===== src/rtl/cpu_pkg.sv =====
// Shared definitions for the CPU control sequencer: opcodes, FSM states, mux encodings.
package cpu_pkg;

  localparam logic [6:0] OP_R    = 7'b0110011;
  localparam logic [6:0] OP_ADDI = 7'b0010011;
  localparam logic [6:0] OP_LW   = 7'b0000011;
  localparam logic [6:0] OP_SW   = 7'b0100011;
  localparam logic [6:0] OP_JAL  = 7'b1101111;
  localparam logic [6:0] OP_LUI  = 7'b0110111;

  typedef enum logic [3:0] {
    S_IDLE, S_F_REQ, S_F_WAIT, S_DEC, S_EXE, S_M_REQ, S_M_WAIT, S_WB, S_TRAP
  } state_t;

  // BUS address select
  localparam logic [1:0] ADDR_ALU  = 2'd0;
  localparam logic [1:0] ADDR_PC   = 2'd3;
  // BUS write-data select
  localparam logic [2:0] DATA_ALU  = 3'd0;
  localparam logic [2:0] DATA_REG1 = 3'd2;
  // PC load source
  localparam logic [1:0] PCS_ALU   = 2'd0;
  // ALU num1 select
  localparam logic [1:0] ALU_PC    = 2'd0;
  localparam logic [1:0] ALU_IM    = 2'd1;
  localparam logic [1:0] ALU_REG0  = 2'd2;
  // Register writeback source
  localparam logic [2:0] REG_ALU   = 3'd0;
  localparam logic [2:0] REG_PC    = 3'd3;
  localparam logic [2:0] REG_IM    = 3'd4;
  localparam logic [2:0] REG_LOAD  = 3'd5;

  function automatic logic op_legal(input logic [6:0] op);
    return (op == OP_R) || (op == OP_ADDI) || (op == OP_LW) ||
           (op == OP_SW) || (op == OP_JAL) || (op == OP_LUI);
  endfunction

endpackage


===== src/rtl/cpu_ctrl_seq_if.sv =====
// Handshake bundle between the sequencer (master) and BUS_controller_top (slave).
interface cpu_ctrl_seq_if;
  logic        start_transaction;
  logic        mode_BUS;
  logic [1:0]  addr_CS;
  logic [2:0]  data_CS;
  logic        rdata_valid;
  logic        write_done;
  logic [31:0] rdata;

  modport master (output start_transaction, mode_BUS, addr_CS, data_CS,
                  input  rdata_valid, write_done, rdata);
  modport slave  (input  start_transaction, mode_BUS, addr_CS, data_CS,
                  output rdata_valid, write_done, rdata);
endinterface


===== src/rtl/cpu_imm_gen.sv =====
// Combinational immediate decoder: I/S/J/U formats selected by opcode.
module cpu_imm_gen
  import cpu_pkg::*;
(
  input  logic [31:0] i_ir,
  output logic [31:0] o_im
);

  // Pick the immediate layout that matches the opcode; others give 0
  always_comb begin
    o_im = 32'd0;
    case (i_ir[6:0])
      OP_ADDI, OP_LW: o_im = {{20{i_ir[31]}}, i_ir[31:20]};
      OP_SW:          o_im = {{20{i_ir[31]}}, i_ir[31:25], i_ir[11:7]};
      OP_JAL:         o_im = {{11{i_ir[31]}}, i_ir[31], i_ir[19:12], i_ir[20], i_ir[30:21], 1'b0};
      OP_LUI:         o_im = {i_ir[31:12], 12'd0};
      default:        o_im = 32'd0;
    endcase
  end

endmodule


===== src/rtl/cpu_ctrl_seq.sv =====
// Multi-cycle fetch/decode/execute/memory/writeback sequencer for an RV32I subset.
module cpu_ctrl_seq
  import cpu_pkg::*;
#(
  parameter logic [31:0] RESET_PC    = 32'h0000_0000,
  parameter logic [7:0]  BUS_TIMEOUT = 8'd255
)(
  input  logic           clk,
  input  logic           rst_n,
  input  logic           RUN,
  cpu_ctrl_seq_if.master bus,
  output logic           PC_EN,
  output logic           PC_mode,
  output logic [1:0]     PC_CS,
  output logic [31:0]    pc_init,
  output logic           ALU_mode,
  output logic [1:0]     ALU_CS,
  output logic [4:0]     reg_raddr1,
  output logic [4:0]     reg_raddr2,
  output logic [4:0]     reg_waddr,
  output logic           reg_wen,
  output logic [2:0]     reg_CS,
  output logic [31:0]    IR,
  output logic [31:0]    IM,
  output logic [31:0]    load_data,
  output logic           halted,
  output logic           trap
);

  state_t      r_state, w_nxt;
  logic [31:0] r_ir, r_load_data;
  logic [7:0]  r_cnt;

  logic [6:0]  w_op;
  logic        w_is_r, w_is_lw, w_is_sw, w_is_jal, w_is_lui, w_rd_nz, w_span, w_mem;
  logic        w_start, w_mode_bus, w_pc_en, w_pc_mode, w_alu_mode, w_reg_wen;
  logic [1:0]  w_addr_cs, w_alu_cs;
  logic [2:0]  w_data_cs, w_reg_cs;

  assign w_op     = r_ir[6:0];
  assign w_is_r   = (w_op == OP_R);
  assign w_is_lw  = (w_op == OP_LW);
  assign w_is_sw  = (w_op == OP_SW);
  assign w_is_jal = (w_op == OP_JAL);
  assign w_is_lui = (w_op == OP_LUI);
  assign w_rd_nz  = (r_ir[11:7] != 5'd0);
  assign w_span   = (r_state == S_EXE) || (r_state == S_M_REQ) ||
                    (r_state == S_M_WAIT) || (r_state == S_WB);
  assign w_mem    = (r_state == S_M_REQ) || (r_state == S_M_WAIT);

  cpu_imm_gen u_imm (.i_ir(r_ir), .o_im(IM));

  // State register, instruction/load capture and bus wait counter
  always_ff @(posedge clk or negedge rst_n) begin
    if (!rst_n) begin
      r_state     <= S_IDLE;
      r_ir        <= 32'd0;
      r_load_data <= 32'd0;
      r_cnt       <= 8'd0;
    end else begin
      r_state <= w_nxt;
      if (r_state == S_F_WAIT && bus.rdata_valid) r_ir <= bus.rdata;
      if (r_state == S_M_WAIT && w_is_lw && bus.rdata_valid) r_load_data <= bus.rdata;
      if (r_state == S_F_REQ || r_state == S_M_REQ)
        r_cnt <= 8'd0;
      else if (r_state == S_F_WAIT || r_state == S_M_WAIT)
        r_cnt <= r_cnt + 8'd1;
    end
  end

  // Next state, strobes and mux selects
  always_comb begin
    w_nxt      = r_state;
    w_start    = 1'b0;
    w_mode_bus = 1'b0;
    w_addr_cs  = ADDR_ALU;
    w_data_cs  = DATA_ALU;
    w_pc_en    = 1'b0;
    w_pc_mode  = 1'b0;
    w_alu_mode = 1'b0;
    w_alu_cs   = ALU_PC;
    w_reg_wen  = 1'b0;
    w_reg_cs   = REG_ALU;
    case (r_state)
      S_IDLE:   if (RUN) w_nxt = S_F_REQ;
      S_F_REQ: begin
        w_start   = 1'b1;
        w_addr_cs = ADDR_PC;
        w_nxt     = S_F_WAIT;
      end
      S_F_WAIT: begin
        if (bus.rdata_valid)            w_nxt = S_DEC;
        else if (r_cnt == BUS_TIMEOUT)  w_nxt = S_TRAP;
      end
      S_DEC:    w_nxt = op_legal(w_op) ? S_EXE : S_TRAP;
      S_EXE: begin
        if (w_is_jal) begin
          w_reg_wen = w_rd_nz;
          w_pc_en   = 1'b1;
          w_pc_mode = 1'b1;
          w_nxt     = RUN ? S_F_REQ : S_IDLE;
        end else if (w_is_lw || w_is_sw) begin
          w_nxt = S_M_REQ;
        end else begin
          w_nxt = S_WB;
        end
      end
      S_M_REQ: begin
        w_start = 1'b1;
        w_nxt   = S_M_WAIT;
      end
      S_M_WAIT: begin
        if ((w_is_lw && bus.rdata_valid) || (w_is_sw && bus.write_done)) w_nxt = S_WB;
        else if (r_cnt == BUS_TIMEOUT) w_nxt = S_TRAP;
      end
      S_WB: begin
        w_reg_wen = !w_is_sw && w_rd_nz;
        w_pc_en   = 1'b1;
        w_nxt     = RUN ? S_F_REQ : S_IDLE;
      end
      default: w_nxt = r_state;  // S_TRAP: held until reset
    endcase
    // Decoded selects stay stable from EXE through WB
    if (w_span) begin
      w_alu_cs   = w_is_jal ? ALU_PC : ALU_REG0;
      w_alu_mode = w_is_r & r_ir[30];
      if (w_is_jal)      w_reg_cs = REG_PC;
      else if (w_is_lui) w_reg_cs = REG_IM;
      else if (w_is_lw)  w_reg_cs = REG_LOAD;
      else               w_reg_cs = REG_ALU;
    end
    if (w_mem) begin
      w_addr_cs  = ADDR_ALU;
      w_mode_bus = w_is_sw;
      w_data_cs  = DATA_REG1;
    end
  end

  assign bus.start_transaction = w_start;
  assign bus.mode_BUS          = w_mode_bus;
  assign bus.addr_CS           = w_addr_cs;
  assign bus.data_CS           = w_data_cs;

  assign PC_EN      = w_pc_en;
  assign PC_mode    = w_pc_mode;
  assign PC_CS      = PCS_ALU;
  assign pc_init    = RESET_PC;
  assign ALU_mode   = w_alu_mode;
  assign ALU_CS     = w_alu_cs;
  assign reg_raddr1 = r_ir[19:15];
  assign reg_raddr2 = r_ir[24:20];
  assign reg_waddr  = r_ir[11:7];
  assign reg_wen    = w_reg_wen;
  assign reg_CS     = w_reg_cs;
  assign IR         = r_ir;
  assign load_data  = r_load_data;
  assign halted     = (r_state == S_IDLE);
  assign trap       = (r_state == S_TRAP);

endmodule


===== src/flat_wrapper.sv =====
// flat-port wrapper written by rule: the top's interface ports become plain ports
module cpu_ctrl_seq_flat import cpu_pkg::*;
#(
  parameter logic [31:0] RESET_PC    = 32'h0000_0000,
  parameter logic [7:0]  BUS_TIMEOUT = 8'd255
)
  (clk, rst_n, RUN, PC_EN, PC_mode, PC_CS, pc_init, ALU_mode, ALU_CS, reg_raddr1, reg_raddr2, reg_waddr, reg_wen, reg_CS, IR, IM, load_data, halted, trap, bus_start_transaction, bus_mode_BUS, bus_addr_CS, bus_data_CS, bus_rdata_valid, bus_write_done, bus_rdata);
  cpu_ctrl_seq_if bus_i ();
  input  logic clk;
  input  logic rst_n;
  input  logic RUN;
  output logic PC_EN;
  output logic PC_mode;
  output logic [1:0] PC_CS;
  output logic [31:0] pc_init;
  output logic ALU_mode;
  output logic [1:0] ALU_CS;
  output logic [4:0] reg_raddr1;
  output logic [4:0] reg_raddr2;
  output logic [4:0] reg_waddr;
  output logic reg_wen;
  output logic [2:0] reg_CS;
  output logic [31:0] IR;
  output logic [31:0] IM;
  output logic [31:0] load_data;
  output logic halted;
  output logic trap;
  output wire logic [$bits(bus_i.start_transaction)-1:0] bus_start_transaction;
  output wire logic [$bits(bus_i.mode_BUS)-1:0] bus_mode_BUS;
  output wire logic [$bits(bus_i.addr_CS)-1:0] bus_addr_CS;
  output wire logic [$bits(bus_i.data_CS)-1:0] bus_data_CS;
  input wire logic [$bits(bus_i.rdata_valid)-1:0] bus_rdata_valid;
  input wire logic [$bits(bus_i.write_done)-1:0] bus_write_done;
  input wire logic [$bits(bus_i.rdata)-1:0] bus_rdata;
  assign bus_start_transaction = bus_i.start_transaction;
  assign bus_mode_BUS = bus_i.mode_BUS;
  assign bus_addr_CS = bus_i.addr_CS;
  assign bus_data_CS = bus_i.data_CS;
  assign bus_i.rdata_valid = bus_rdata_valid;
  assign bus_i.write_done = bus_write_done;
  assign bus_i.rdata = bus_rdata;
  cpu_ctrl_seq #(.RESET_PC(RESET_PC), .BUS_TIMEOUT(BUS_TIMEOUT)) u_core (.clk(clk), .rst_n(rst_n), .RUN(RUN), .bus(bus_i), .PC_EN(PC_EN), .PC_mode(PC_mode), .PC_CS(PC_CS), .pc_init(pc_init), .ALU_mode(ALU_mode), .ALU_CS(ALU_CS), .reg_raddr1(reg_raddr1), .reg_raddr2(reg_raddr2), .reg_waddr(reg_waddr), .reg_wen(reg_wen), .reg_CS(reg_CS), .IR(IR), .IM(IM), .load_data(load_data), .halted(halted), .trap(trap));
endmodule

===== config.mk =====
export PLATFORM = sky130hd
export DESIGN_NAME = cpu_ctrl_seq_flat
export DESIGN_NICKNAME = d
export VERILOG_FILES = /design/src/rtl/cpu_pkg.sv /design/src/rtl/cpu_ctrl_seq_if.sv /design/src/rtl/cpu_imm_gen.sv /design/src/rtl/cpu_ctrl_seq.sv /design/src/flat_wrapper.sv
export SDC_FILE = /design/constraint.sdc
export NUM_CORES = 1
export LEC_CHECK = 0
export ABC_AREA = 1
export ABC_CLOCK_PERIOD_IN_PS = 2700
export BUFFER_PORTS_ARGS = -buffer_cell sky130_fd_sc_hd__buf_2
export CORE_UTILIZATION = 51
export CTS_CLUSTER_DIAMETER = 120
export DETAILED_ROUTE_END_ITERATION = 16
export GPL_TIMING_DRIVEN = 1
export PLACE_DENSITY_LB_ADDON = 0.05
export SLEW_MARGIN = 10
export SYNTH_ARGS = -nofsm -noshare
export SYNTH_HDL_FRONTEND = slang
export SYNTH_SLANG_ARGS = --single-unit

===== constraint.sdc =====
create_clock -name clk -period 2.7 [get_ports clk]
set_input_delay 0.27 -clock clk [delete_from_list [all_inputs] [get_ports clk]]
set_output_delay 0.27 -clock clk [all_outputs]
set_load 0.02 [all_outputs]

==> reports/results.tsv <==
metric	value	unit
cts_root_buf	clkbuf_8	
max-slew-margin-rel	35.5	%
initial_utilization	53.0	%
holdBufCountCts	0	
routed_wl	10400	um
ys_seq_area_share	43.4	%
grt_usage	23.4	%
clock_latency	0.35	ns
area_delta_synth_final	18.1	%
vias	3792	
end_kind	primary output	
clock_sinks	76	
drc_errors	0	
cts_tree	done	
timing.hold.ws	0.0692	ns
port-buffer-count	162	
avgSynthCellArea	8.07	um^2
vdd_ir_drop_max	0.298	mV
critPathSlowestCell	dfrtp_1	
gp_congestion	0.918	
hold_violations	0	
rsz0062_at_grt	false	
die_x	94.7	um
io-pin-count	200	
cts_resized	0	
grt_start_max_net_pins	77	
nNetsFinal	723	
cts_made_buffers	9	
yosysWarnings	0	
grt_overflow	0	
vias_per_cell	4.77	
drv_slew	0	
cts.path.max_buffers	2	
slowest_delay	0.48	ns
antenna_found_initial	0	
drt_iter0_markers	140	
critPathTopFamily	simple AND/OR/NAND/NOR gates	
grt_pass1_vias	3302	
required	2.43	ns
syn_inst	543	
crit_chain	inv_2, nand3_1, nor2_2, inv_2, nand2_2, nor2_1, nor2_1, buf_2	
clk_pin_slew	0.09	ns
skew	0.0109	ns
worstMarginPinSlew	0.968	ns
p_leak	3.08	nW
ys_seq_elements	76	
period_share	85.9	%
netlist_area	4380	um^2
ant_nets	0	
cp-start-kind	flip-flop	
grt_pass1_wl	16200	um
wire_per_inst	13.1	um
core_area	8260	um^2
status	finished, final reports clean	
die_h	94.7	um
row_count	33	
p_per_area	424	nW/um^2
layout_min_cycle_time	2.32	ns
criticalPathCategory	flip-flop to primary output	
cts_setup_buffers	0	
worstPathMaxFanout	9	
firstDrtPassIters	4	
drive_gt1_share	32.8	%
insertedDiodeCount	0	
cts-htree-levels	3	
hold_path.class	input port to async pin	
tns	0	ns
maxCapViolCount	0	
max_freq	431	MHz
worstPathArrival	2.05	ns
hpwlAfterDp	7930	um
synthDistinctLibCells	33	
setup_viol	0	
cp.buffers_inverters	3	
die_area	8960	um^2
==> power by group <==
part	internal [W]	total [W]	switching (W)
combinational	0.0000235	0.000118	0.0000943
clock	0.000490	0.000937	0.000448
sequential	0.00114	0.00114	0.00000129
==> metrics by stage <==
step | std cells | utilization, % | cell area (um^2) | power (W) | worst slack, ns
finish | 795 | 62.7 | 5170 | 0.00219 | 0.380
detailed placement | 779 | 60.0 | 4960 | 0.00128 | 0.761
CTS | 795 | 62.7 | 5170 | 0.00222 | 0.369
floorplan | 579 | - | 4520 | 0.00127 | 0.816
global placement | 779 | 60.0 | 4960 | 0.00128 | 0.807
global route | 795 | 62.7 | 5170 | 0.00229 | 0.216
==> synthesized netlist by cell type <==
library cell,n,area (um^2)
nand2_1,147,552
dfrtp_1,76,1900
inv_1,66,248
buf_4,57,428
nor2_1,37,139
o21a_1,31,233
o21ai_2,22,193
nand3_1,12,60.1
o21ai_0,11,55.1
buf_6,9,101
o21ai_1,9,45.0
o22ai_1,9,56.3
a21oi_1,8,40.0
inv_2,8,30.0
nor3_1,8,40.0
nand2_2,7,43.8
nand4_1,5,31.3
nor2_4,4,45.0
nor2_2,2,12.5
xnor2_1,2,17.5
a21boi_0,1,7.51
a32o_1,1,10.0
buf_2,1,5.00
clkbuf_1,1,3.75
clkbuf_2,1,5.00
conb_1,1,3.75
ha_1,1,12.5
nand2_4,1,11.3
nand2b_1,1,6.26
nand3_2,1,10.0
nor2_8,1,20.0
nor4_1,1,6.26
o31ai_1,1,7.51
==> registers in the layout (all words and copies together) (netlist names) <==
name,flops
u_core.load_data,32
u_core.IR,32
u_core.r_cnt,8
u_core.r_state,4
==> final timing paths <==
kind | startpoint | cells past startpoint | end | slack (ns)
setup / recovery | u_core.IR[6] | 8 | IM[31] | 0.38
hold / removal | rst_n | 1 | u_core.IR[28] | 0.07
setup reg to reg | u_core.IR[5] | 6 | u_core.load_data[20] | 0.75
hold reg to reg | u_core.load_data[24] | 1 | u_core.load_data[24] | 0.50
max in group asynchronous | rst_n | 1 | u_core.IR[9] | 1.99
min in group clk | bus_rdata[30] | 3 | u_core.load_data[30] | 0.15
==> layout make-up <==
class,instances,area [um^2]
sequential,76,1900
fill,787,3080
clock buffer,11,151
multi-input combinational,360,1790
inverter,74,278
clock inverter,5,65.1
timing repair buffer,164,853
tap,105,131
==> routing by layer <==
metal	wire [um]	global-route usage, %	vias up
met1	4570	30.8	1747
met3	792	7.49	12
li1	-	-	1897
met2	4900	37.3	136
met5	0	0	-
met4	128	6.31	0
==> cell families after synthesis <==
logic type | count (synthesis) | share of synthesized area [%]
buf+inv | 143 | 18.7
simple gates | 227 | 22.3
compound gates | 93 | 14.8
xor+xnor | 2 | 0.400
other cells | 1 | 0.0856
flops | 76 | 43.4
fa+ha+maj | 1 | 0.286
==> worst register-to-register path, cell delays in order (launching register included) <==
cell and delay [ns]:
dfrtp_1 0.45, nor3_1 0.32, nand3_2 0.23, nor2_8 0.42
buf_12 0.25, nand2_1 0.07, o21a_1 0.10
==> layout by cell type, fill, tap and decap left out, drive strengths merged <==
cell	synthesis	routed
inv	74	77
a21oi	8	8
nand2	155	155
nand2b	1	1
conb	1	37
nor4	1	1
a21boi	1	1
o21ai	42	42
clkinv	0	1
clkbuf	2	11
bufinv	0	1
nand4	5	5
ha	1	1
o22ai	9	9
a32o	1	1
nor2	44	44
nor3	8	8
o31ai	1	1
nand3	13	13
dfrtp	76	76
buf	67	164
o21a	31	31
xnor2	2	2
Power figures use the tool's default switching activity.
